[src/rtl/xbar_pkg.sv]
// Shared definitions for the 4x4 output crossbar route scheduler.
//   XBAR_PORTS / SEL_W : crossbar size and selector width
//   sel_vec_t          : one selector per output, index 0 = output a
//   SEL_IDENTITY       : straight-through routing (a<-a .. d<-d)
//   state_e            : sequencer FSM states
package xbar_pkg;
   localparam int XBAR_PORTS = 4;
   localparam int SEL_W      = 2;

   typedef logic [SEL_W-1:0]      sel_t;
   typedef sel_t [XBAR_PORTS-1:0] sel_vec_t;

   localparam sel_vec_t SEL_IDENTITY = {2'd3, 2'd2, 2'd1, 2'd0};

   typedef enum logic [1:0] {
      ST_IDLE,
      ST_PEND,
      ST_BLANK_PRE,
      ST_BLANK_POST
   } state_e;
endpackage

[src/rtl/xbar_blank_timer.sv]
// Loadable 8-bit down-counter timing one blanking half-window.
//   clk_i, rst_ni : clock, async active-low reset
//   load_i        : load load_val_i (takes priority over counting)
//   load_val_i    : value loaded; done_o rises load_val_i cycles later
//   done_o        : counter has reached zero (holds there)
module xbar_blank_timer (
   input  logic       clk_i,
   input  logic       rst_ni,
   input  logic       load_i,
   input  logic [7:0] load_val_i,
   output logic       done_o
);
   logic [7:0] cnt_q, cnt_d;

   always_comb begin
      cnt_d = cnt_q;
      if (load_i)             cnt_d = load_val_i;
      else if (cnt_q != 8'd0) cnt_d = cnt_q - 8'd1;
   end

   always_ff @(posedge clk_i or negedge rst_ni) begin
      if (!rst_ni) cnt_q <= 8'd0;
      else         cnt_q <= cnt_d;
   end

   assign done_o = (cnt_q == 8'd0);
endmodule

[src/rtl/xbar_route_sched.sv]
// Crossbar route sequencer: host writes a shadow selector table one entry
// at a time; the table is copied to the active selectors on a frame
// boundary, centred in a blanking window with output enable low.
// Optional auto-rotate advances every shadow route by one source every
// max(rotate_period_in,1) frames and forces a commit.
//   clk_in, rst_n_in                 : clock, async active-low reset
//   cfg_valid_in / cfg_ready_out     : host write handshake
//   cfg_out_idx_in, cfg_src_in       : entry to write and its source
//   frame_sync_in                    : frame-boundary pulse
//   rotate_en_in, rotate_period_in   : auto-rotate control
//   xbar_selectors_[a..d]_out        : active selectors
//   xbar_oe_out                      : crossbar output enable
//   commit_pulse_out                 : active selectors changed this cycle
//   pending_out                      : uncommitted shadow changes exist
module xbar_route_sched
   import xbar_pkg::*;
#(
   parameter int BLANK_CYCLES = 4,
   parameter int ROT_W        = 16
) (
   input  logic             clk_in,
   input  logic             rst_n_in,
   input  logic             cfg_valid_in,
   output logic             cfg_ready_out,
   input  logic [1:0]       cfg_out_idx_in,
   input  logic [1:0]       cfg_src_in,
   input  logic             frame_sync_in,
   input  logic             rotate_en_in,
   input  logic [ROT_W-1:0] rotate_period_in,
   output logic [1:0]       xbar_selectors_a_out,
   output logic [1:0]       xbar_selectors_b_out,
   output logic [1:0]       xbar_selectors_c_out,
   output logic [1:0]       xbar_selectors_d_out,
   output logic             xbar_oe_out,
   output logic             commit_pulse_out,
   output logic             pending_out
);
   // Timer counts load value down to zero; done is seen on the last cycle
   // of a half-window, so load BLANK_CYCLES-1 to get BLANK_CYCLES cycles.
   localparam logic [7:0] BLANK_LD = 8'(BLANK_CYCLES - 1);

   state_e           state_q, state_d;
   sel_vec_t         shadow_q, shadow_d;
   sel_vec_t         active_q, active_d;
   logic [ROT_W-1:0] fcnt_q, fcnt_d;
   logic             pending_q, pending_d;
   logic             commit_q, commit_d;
   logic             open_q, open_d;
   logic             tmr_load, tmr_done;
   logic             accept, step;
   logic [ROT_W-1:0] per_m1;

   xbar_blank_timer u_timer (
      .clk_i      (clk_in),
      .rst_ni     (rst_n_in),
      .load_i     (tmr_load),
      .load_val_i (BLANK_LD),
      .done_o     (tmr_done)
   );

   assign per_m1 = (rotate_period_in == '0) ? '0 : rotate_period_in - ROT_W'(1);

   always_comb begin
      state_d   = state_q;
      shadow_d  = shadow_q;
      active_d  = active_q;
      fcnt_d    = fcnt_q;
      pending_d = pending_q;
      commit_d  = 1'b0;
      tmr_load  = 1'b0;
      accept    = 1'b0;
      step      = 1'b0;

      if (!rotate_en_in) fcnt_d = '0;

      case (state_q)
         ST_IDLE, ST_PEND: begin
            accept = cfg_valid_in && open_q;
            // >= rather than == so a period lowered mid-count still fires
            // on the next frame instead of waiting for counter wrap.
            if (rotate_en_in && frame_sync_in) begin
               if (fcnt_q >= per_m1) begin
                  fcnt_d = '0;
                  step   = 1'b1;
               end else begin
                  fcnt_d = fcnt_q + ROT_W'(1);
               end
            end
            // Rotate first so a same-cycle write lands unrotated.
            if (step) begin
               for (int i = 0; i < XBAR_PORTS; i++) shadow_d[i] = shadow_q[i] + 2'd1;
               pending_d = 1'b1;
            end
            if (accept) begin
               shadow_d[cfg_out_idx_in] = cfg_src_in;
               pending_d                = 1'b1;
               state_d                  = ST_PEND;
            end
            if (step || (frame_sync_in && state_q == ST_PEND)) begin
               state_d  = ST_BLANK_PRE;
               tmr_load = 1'b1;
            end
         end
         ST_BLANK_PRE: begin
            if (tmr_done) begin
               active_d  = shadow_q;
               commit_d  = 1'b1;
               pending_d = 1'b0;
               state_d   = ST_BLANK_POST;
               tmr_load  = 1'b1;
            end
         end
         ST_BLANK_POST: begin
            if (tmr_done) state_d = ST_IDLE;
         end
         default: state_d = ST_IDLE;
      endcase

      // Output enable and write-ready are both "not blanking".
      open_d = (state_d == ST_IDLE) || (state_d == ST_PEND);
   end

   always_ff @(posedge clk_in or negedge rst_n_in) begin
      if (!rst_n_in) begin
         state_q   <= ST_IDLE;
         shadow_q  <= SEL_IDENTITY;
         active_q  <= SEL_IDENTITY;
         fcnt_q    <= '0;
         pending_q <= 1'b0;
         commit_q  <= 1'b0;
         open_q    <= 1'b1;
      end else begin
         state_q   <= state_d;
         shadow_q  <= shadow_d;
         active_q  <= active_d;
         fcnt_q    <= fcnt_d;
         pending_q <= pending_d;
         commit_q  <= commit_d;
         open_q    <= open_d;
      end
   end

   assign cfg_ready_out        = open_q;
   assign xbar_oe_out          = open_q;
   assign commit_pulse_out     = commit_q;
   assign pending_out          = pending_q;
   assign xbar_selectors_a_out = active_q[0];
   assign xbar_selectors_b_out = active_q[1];
   assign xbar_selectors_c_out = active_q[2];
   assign xbar_selectors_d_out = active_q[3];
endmodule

[config.mk]
export PLATFORM = sky130hd
export DESIGN_NAME = xbar_route_sched
export DESIGN_NICKNAME = d
export VERILOG_FILES = /design/src/rtl/xbar_pkg.sv /design/src/rtl/xbar_blank_timer.sv /design/src/rtl/xbar_route_sched.sv
export SDC_FILE = /design/constraint.sdc
export NUM_CORES = 1
export LEC_CHECK = 0
export ABC_AREA = 0
export CAP_MARGIN = 40
export CORE_MARGIN = 1.5
export CORE_UTILIZATION = 58
export CTS_BUF_LIST = sky130_fd_sc_hd__clkbuf_8
export CTS_CLUSTER_DIAMETER = 60
export DETAILED_ROUTE_END_ITERATION = 8
export HOLD_SLACK_MARGIN = 0.08
export PLACE_DENSITY_LB_ADDON = 0.15
export SYNTH_ARGS = -nofsm -noshare
export SYNTH_HDL_FRONTEND = slang
export SYNTH_SLANG_ARGS = --single-unit
[constraint.sdc]
create_clock -name clk_in -period 3.4 [get_ports clk_in]
set_input_delay 1.02 -clock clk_in [delete_from_list [all_inputs] [get_ports clk_in]]
set_output_delay 1.02 -clock clk_in [all_outputs]
set_load 0.03 [all_outputs]
==> impl_metrics.tcl, run 1 <==
set metrics [dict create \
    post_route_cells_drive_above_1_share_pct 32.85 \
    die_area_mm2 0.005630 \
    synth.avg_cell_area_um2 8.929 \
    dpl_worst_slack_ns -1.340 \
    io_buffers 36 \
    synthesis.nets 383 \
    cts_made_buffers 5 \
    ys.flop_type "dfrtp_1" \
    post-dp-hpwl_um 5180 \
    fp.coreArea_mm2 0.005042 \
    slew_viol_final 0 \
    grt_pass1_wl_um 11870 \
    place_congestion 0.8308 \
    critPathKind "input port to register" \
    finalHoldViolCount 0 \
    ys_seq_area_share_pct 37.80 \
    synth.area.mux_share_pct 2.495 \
    synthSimpleGateAreaFrac_pct 28.52 \
    htreeDepth 2 \
    cts_hold_buf 0 \
    multi_input_area_mm2 0.002173 \
    p_seq_share_pct 43.3 \
    maxCapViolCount 0 \
    p_per_area_mw_per_mm2 483.6 \
    clkTransAtPathRegs_ns 0.09 \
    io_pins 37 \
    pwr-share-clk_pct 15.6 \
    drt_pre_antenna_iters 5 \
    nets 462 \
    vias_per_cell 6.072 \
    layout.cells.non_filler 487 \
    drcViolationCount 0 \
    yosys_warnings 0 \
    final_cell_mix "nand2_1 (51), dfrtp_1 (36), buf_4 (34)" \
    grt_start_max_net_pins 28 \
    synth_top_family_by_area "simple AND/OR/NAND/NOR gates" \
    outcome "finished, violations left" \
    synth_compound_area_share_pct 13.72 \
    ys_ff_latch 45 \
    fmax_ghz 0.2463 \
    antenna_cells 0 \
    grt_pass1_vias 2747 \
    timing.final.ws_setup_ns -0.6599 \
    area_growth_pct 42.79 \
    yosys.area_share.xor_xnor_pct 4.948 \
    drtIter0Drc 208 \
    die_h_um 75.03 \
    rows 26 \
    fin_skew_ns 0.01032 \
    worstSetupStartpointType "input port" \
    p_int_w 0.001276 \
    netlist_instances 337 \
    finalCritPeriodShare_pct 119.4 \
    dp.cells 466 \
    initial_utilization_pct 59.68 \
    fillCellCount 271 \
    die_x_um 75.03 \
    seq_area_mm2 0.001137 \
    hold_class "register to register" \
    syn_area_mm2 0.003009 \
    clock_path_buffers 2 \
    p_comb_share_pct 41.1 \
    grt_usage_pct 27.22 \
    clkSinkCount 45 \
    post_drt_wl_per_cell_um 16.79 \
    slew_headroom_pct 52.58 \
    cp-end-kind "register" \
    async_reset_ff_share_pct 100.0 \
    yosysUniqueCellTypes 43 \
    cts-root-buf "clkbuf_8" \
    insertion_delay_ns 0.30 \
    setup_viol 36 \
    grt_setup_unrepaired "yes" \
    drt.antenna.violating_nets 0 \
    cp.required_ns 3.58 \
    final_common_cell "nand2_1" \
    num_vias 2957 \
    p_sw_share_pct 38.58 \
    max-vdd-ir-drop_mv 0.3511 \
    worstMarginPinSlew_ns 0.7048 \
    ff2ff_setup_slack_ns 0.85 \
    grt-ovfl-total 0 \
    drt_wl_total_um 8179 \
    cts_tree "done" \
    p_sw_w 0.0008017 \
    cp_max_fo 7 \
    synthAdderAreaFrac_pct 8.732 \
    critPathArrivalTime_ns 4.24 \
    finalCriticalPeriod_ns 4.060 \
    antenna_found_initial 0 \
    violations "negative setup slack" \
    p_leak_nw 1.923 \
    synth_edf_count 0 \
]
cell usage after synthesis, drive strengths merged, types with 2 or more instances:
| cell | number | share of area [%] |
|---|---|---|
| a21oi | 14 | 2.3 |
| and4b | 4 | 1.3 |
| or2 | 2 | 0.42 |
| nand2 | 55 | 6.9 |
| nand4b | 4 | 1.2 |
| mux2 | 4 | 1.5 |
| clkbuf | 6 | 0.75 |
| xor2 | 10 | 2.9 |
| a2111oi | 2 | 1.2 |
| a21o | 11 | 2.7 |
| xnor2 | 7 | 2.0 |
| nand3b | 3 | 0.75 |
| nand2b | 4 | 0.83 |
| buf | 7 | 1.7 |
| o311ai | 5 | 1.5 |
| a311oi | 4 | 1.2 |
| and3 | 4 | 0.83 |
| inv | 11 | 1.4 |
| or3 | 3 | 0.62 |
| nor2b | 4 | 0.83 |
| ha | 21 | 8.7 |
| dfstp | 9 | 7.9 |
| nor3b | 5 | 1.2 |
| a211o | 3 | 0.87 |
| nand4 | 6 | 1.2 |
| nand3 | 15 | 2.5 |
| nor3 | 22 | 4.8 |
| nor4 | 7 | 1.5 |
| and2 | 3 | 0.62 |
| mux2i | 3 | 1.0 |
| dfrtp | 36 | 30 |
| o21ai | 16 | 2.7 |
| nor2 | 22 | 2.7 |
power by group through the flow:
stage                     registers (W)  logic (W)  clock network, W
after global placement         0.000888   0.000742                 0
after CTS                      0.000890   0.000800          0.000326
after floorplan                0.000941   0.000452                 0
after detailed placement       0.000896   0.000773                 0
after global routing           0.000925   0.000926          0.000350
final                          0.000899   0.000854          0.000325
worst max-delay path: stages:
cell and delay (ns):
buf_6 0.09, or4_4 0.55, nor4_4 0.18, nor2b_4 0.20, nand3_1 0.11, mux2i_1 0.25
ha_1 0.32, nand4_1 0.19, buf_4 0.16, nor3_4 0.04, a2111oi_4 0.25, buf_4 0.19
a31oi_4 0.12, and4b_1 0.21, or3_1 0.37
sequential cells by signal (all words and copies together), names as in the netlist:
register / count
fcnt_q: 16
shadow_q: 8
u_timer.cnt_q: 8
state_q: 2
xbar_selectors_a_out: 2
xbar_selectors_b_out: 2
xbar_selectors_c_out: 2
xbar_selectors_d_out: 2
cfg_ready_out: 1
commit_pulse_out: 1
pending_out: 1
metal layers:
layer / GRT usage (%) / wire length [µm] / vias up
met1: 32.79 / 3269 / 1448
met3: 4.418 / 435 / 19
li1: - / - / 1370
met2: 48.97 / 4323 / 120
met5: 0 / 0 / -
met4: 9.697 / 151 / 0
logic make-up (layout without fill, tap and decap cells):
family / Yosys count / in the layout
AOI/OAI and AO/OA: 59 / 59
xor gates and xnor gates: 17 / 17
adders and majority gates: 21 / 21
buffers and inverters: 24 / 104
DFF: 45 / 45
muxes: 7 / 7
and+or+nand+nor: 164 / 164
cell type report:
class / count / share of cell area [%]
clock inverters: 3 / 0.3203
flip-flops and latches: 45 / 26.47
clock buffers: 5 / 1.602
inverters: 11 / 0.9610
multi-input cells: 268 / 50.58
well taps: 70 / 2.038
repair buffers: 85 / 18.03
through the flow:
step                      hold slack (ns)  utilization [%]  power (W)  setup TNS, ns  instance area (µm²)
after floorplan                    0.4569                -   0.001393         -20.15                 3119
after global placement             0.4468            73.85   0.001630         -39.82                 3724
after detailed placement           0.4503            74.24   0.001669         -41.95                 3744
after CTS                          0.4647            80.65   0.002017         -18.38                 4066
after global routing               0.4827            85.21   0.002201         -26.35                 4297
final                              0.4642            85.21   0.002078         -20.43                 4297
repair_timing:
action | 4_1_cts | 5_1_grt
setup endpoints to repair | 36 | 36
resized for setup | 62 | 36
setup buffers | 8 | 5
cloned | 0 | 0
pin swaps | 33 | 11
path summary, 6_finish.rpt:
kind,startpoint,to,cells after the start
worst max-delay path,rotate_period_in[8],shadow_q[1],15
worst min-delay path,xbar_selectors_b_out[0],xbar_selectors_b_out[0],2
worst max register to register,fcnt_q[0],fcnt_q[9],10
worst min register to register,xbar_selectors_b_out[0],xbar_selectors_b_out[0],2
max in group asynchronous,rst_n_in,xbar_selectors_c_out[1],2
min in group asynchronous,rst_n_in,fcnt_q[8],1
(Power assumes the default switching activity.)
==> run 2, diff against run 1 <==
--- a/config.mk
+++ b/config.mk
@@ -7,8 +7,7 @@
 export LEC_CHECK = 0
 export ABC_AREA = 0
 export CAP_MARGIN = 40
-export CORE_MARGIN = 1.5
-export CORE_UTILIZATION = 58
+export CORE_UTILIZATION = 40
 export CTS_BUF_LIST = sky130_fd_sc_hd__clkbuf_8
 export CTS_CLUSTER_DIAMETER = 60
 export DETAILED_ROUTE_END_ITERATION = 8
@@ -17,3 +16,4 @@
 export SYNTH_ARGS = -nofsm -noshare
 export SYNTH_HDL_FRONTEND = slang
 export SYNTH_SLANG_ARGS = --single-unit
+export TNS_END_PERCENT = 10
==> run 2 against run 1 <==
Effect of this change:
- the run still ends with negative setup slack left
- first-iteration DRC count down 69%
- critical path depth up 1
- maximum frequency up 2.4%
- register-to-register slack better by 0.10 ns
- via count down 7.8%
- design area down 1.9%
- clock-buffer cell count unchanged
- clock power up 1%
- sequential cell count unchanged
- clock skew down 0.0036 ns
- sequential share of layout area up 0.50 points
- core utilization down 27 points
- largest cell class unchanged
- largest power group unchanged
==> impl_metrics.tcl, run 2 (synthesis gave the netlist of run 1 again) <==
set metrics [dict create \
    outcome "finished, violations left" \
    violations "negative setup slack" \
    io_pins 37 \
    grt_pass1_vias 2590 \
    setup_viol 36 \
    drt_pre_antenna_iters 4 \
    cp.required_ns 3.61 \
    hold_class "register to register" \
    ff2ff_setup_slack_ns 0.95 \
    cp-end-kind "register" \
    fin_skew_ns 0.006709 \
    die_h_um 88.74 \
    clkTransAtPathRegs_ns 0.09 \
    final_common_cell "nand2_1" \
    post_drt_wl_per_cell_um 13.75 \
    crit_chain "buf_6 -> or4_4 -> nor4_4 -> nor2b_4 -> nand4b_1 -> buf_6 -> nand2_4 -> ha_4 -> a21o_1 -> a21o_1 -> a2111oi_4 -> buf_4 -> and4b_2 -> buf_6 -> nand3_1 -> o311ai_4" \
    critical-path-max-stage-delay_ns 0.55 \
    max-vdd-ir-drop_mv 0.1784 \
    critPathArrivalTime_ns 4.17 \
    drt_wl_total_um 7013 \
    timing.final.ws_setup_ns -0.5665 \
    cts_tree "done" \
    nets 456 \
    worstSetupStartpointType "input port" \
    antenna_cells 0 \
    place_congestion 0.8149 \
    crit_top_cell "buf_6" \
    initial_utilization_pct 41.49 \
    finalCriticalPeriod_ns 3.967 \
    die_area_mm2 0.007874 \
    vias_per_cell 5.345 \
    grt_start_max_net_pins 25 \
    finalCritPeriodShare_pct 116.7 \
    p_per_area_mw_per_mm2 482.8 \
    post-dp-hpwl_um 5092 \
    fp.coreArea_mm2 0.007253 \
    postLayoutCoreUtil_pct 58.13 \
    slowest_stage "or4_4" \
    clkSinkCount 45 \
    cp_max_fo 7 \
    num_vias 2726 \
    grt_usage_pct 19.07 \
    largest_register_ffs 16 \
    htreeDepth 2 \
    dpl_worst_slack_ns -1.389 \
    antenna_found_initial 0 \
    drt.antenna.violating_nets 0 \
    drcViolationCount 0 \
    drtIter0Drc 64 \
    die_x_um 88.74 \
    top_register "fcnt_q" \
    slew_viol_final 0 \
    post_route_cells_drive_above_1_share_pct 30.41 \
    grt-ovfl-total 0 \
    worstMarginPinSlew_ns 0.5759 \
    cts_made_buffers 5 \
    insertion_delay_ns 0.30 \
    area_growth_pct 40.12 \
    reg_top3 "fcnt_q x16, shadow_q x8, u_timer.cnt_q x8" \
    io_buffers 36 \
    slew_headroom_pct 61.26 \
    fmax_ghz 0.2521 \
    grt_setup_unrepaired "yes" \
    final_cell_mix "nand2_1 (51), dfrtp_1 (36), buf_4 (30)" \
    maxCapViolCount 0 \
    cts-root-buf "clkbuf_8" \
    cp_num_buf_inv 4 \
    rows 31 \
    finalHoldViolCount 0 \
    clock_path_buffers 2 \
    crit_family "simple AND/OR/NAND/NOR gates" \
    grt_pass1_wl_um 11820 \
    critPathKind "input port to register" \
    p_leak_nw 1.874 \
]
==> run 2: changes by cell type in the layout (fill, tap and decap cells not counted), sizes merged <==
cell and change:
buf -4, clkbuf -1, clkdlybuf4s15 -1, clkinvlp +1, inv -1
==> run 2: report_power, final <==
group          internal, W  switching (W)
logic             0.000403       0.000413
clock network     0.000142       0.000187
registers         0.000725       0.000165
==> run 2: timing repair <==
action	4_1_cts	5_1_grt
hold buffers	0	0
endpoints found under the setup margin	36	36
gates resized for setup	65	30
setup buffers	9	1
gates cloned	1	0
pin swaps	34	14
==> run 2: through the flow <==
step                instances  setup TNS [ns]  total power [W]  hold slack (ns)  area, µm²
finish                    510          -16.10         0.002036           0.4588       4217
global route              510          -23.06         0.002193           0.4716       4217
CTS                       509          -20.11         0.002022           0.4621       4066
detailed placement        492          -45.35         0.001645           0.4477       3730
global placement          491          -41.87         0.001621           0.4460       3710
floorplan                 337          -20.68         0.001368           0.4550       3057
==> run 2: final timing paths <==
path,start,to,cells past startpoint
worst max-delay path,rotate_period_in[8],fcnt_q[14],16
worst min-delay path,xbar_selectors_d_out[0],xbar_selectors_d_out[0],2
worst max register to register,fcnt_q[13],fcnt_q[14],9
worst min register to register,xbar_selectors_d_out[0],xbar_selectors_d_out[0],2
max in group asynchronous,rst_n_in,xbar_selectors_c_out[1],2
min in group asynchronous,rst_n_in,u_timer.cnt_q[6],1
==> run 2: layer usage <==
layer / vias up / track usage [%] / routed length [µm] / share of wire, %
li1: 1349 / - / - / -
met1: 1316 / 23.29 / 3120 / 44
met2: 55 / 35.24 / 3609 / 51
met3: 6 / 2.705 / 214 / 3.1
met4: 0 / 4.399 / 69 / 0.98
met5: - / 0 / 0 / 0
==> run 2: layout make-up <==
| class | count | area (µm²) |
|---|---|---|
| Clock buffer | 5 | 68.82 |
| Timing Repair Buffer | 79 | 723.2 |
| Fill cell | 660 | 3037 |
| Clock inverter | 3 | 17.52 |
| Multi-Input combinational cell | 268 | 2105 |
| Sequential cell | 45 | 1137 |
| Tap cell | 99 | 123.9 |
| Inverter | 11 | 41.29 |
==> run 2: worst register-to-register path: stages (launching register included) <==
cell	delay (ns)
dfrtp_1	0.54
ha_4	0.26
a21o_1	0.15
a21o_1	0.20
a2111oi_4	0.38
buf_4	0.18
and4b_2	0.28
buf_6	0.13
nand3_1	0.13
o311ai_4	0.12
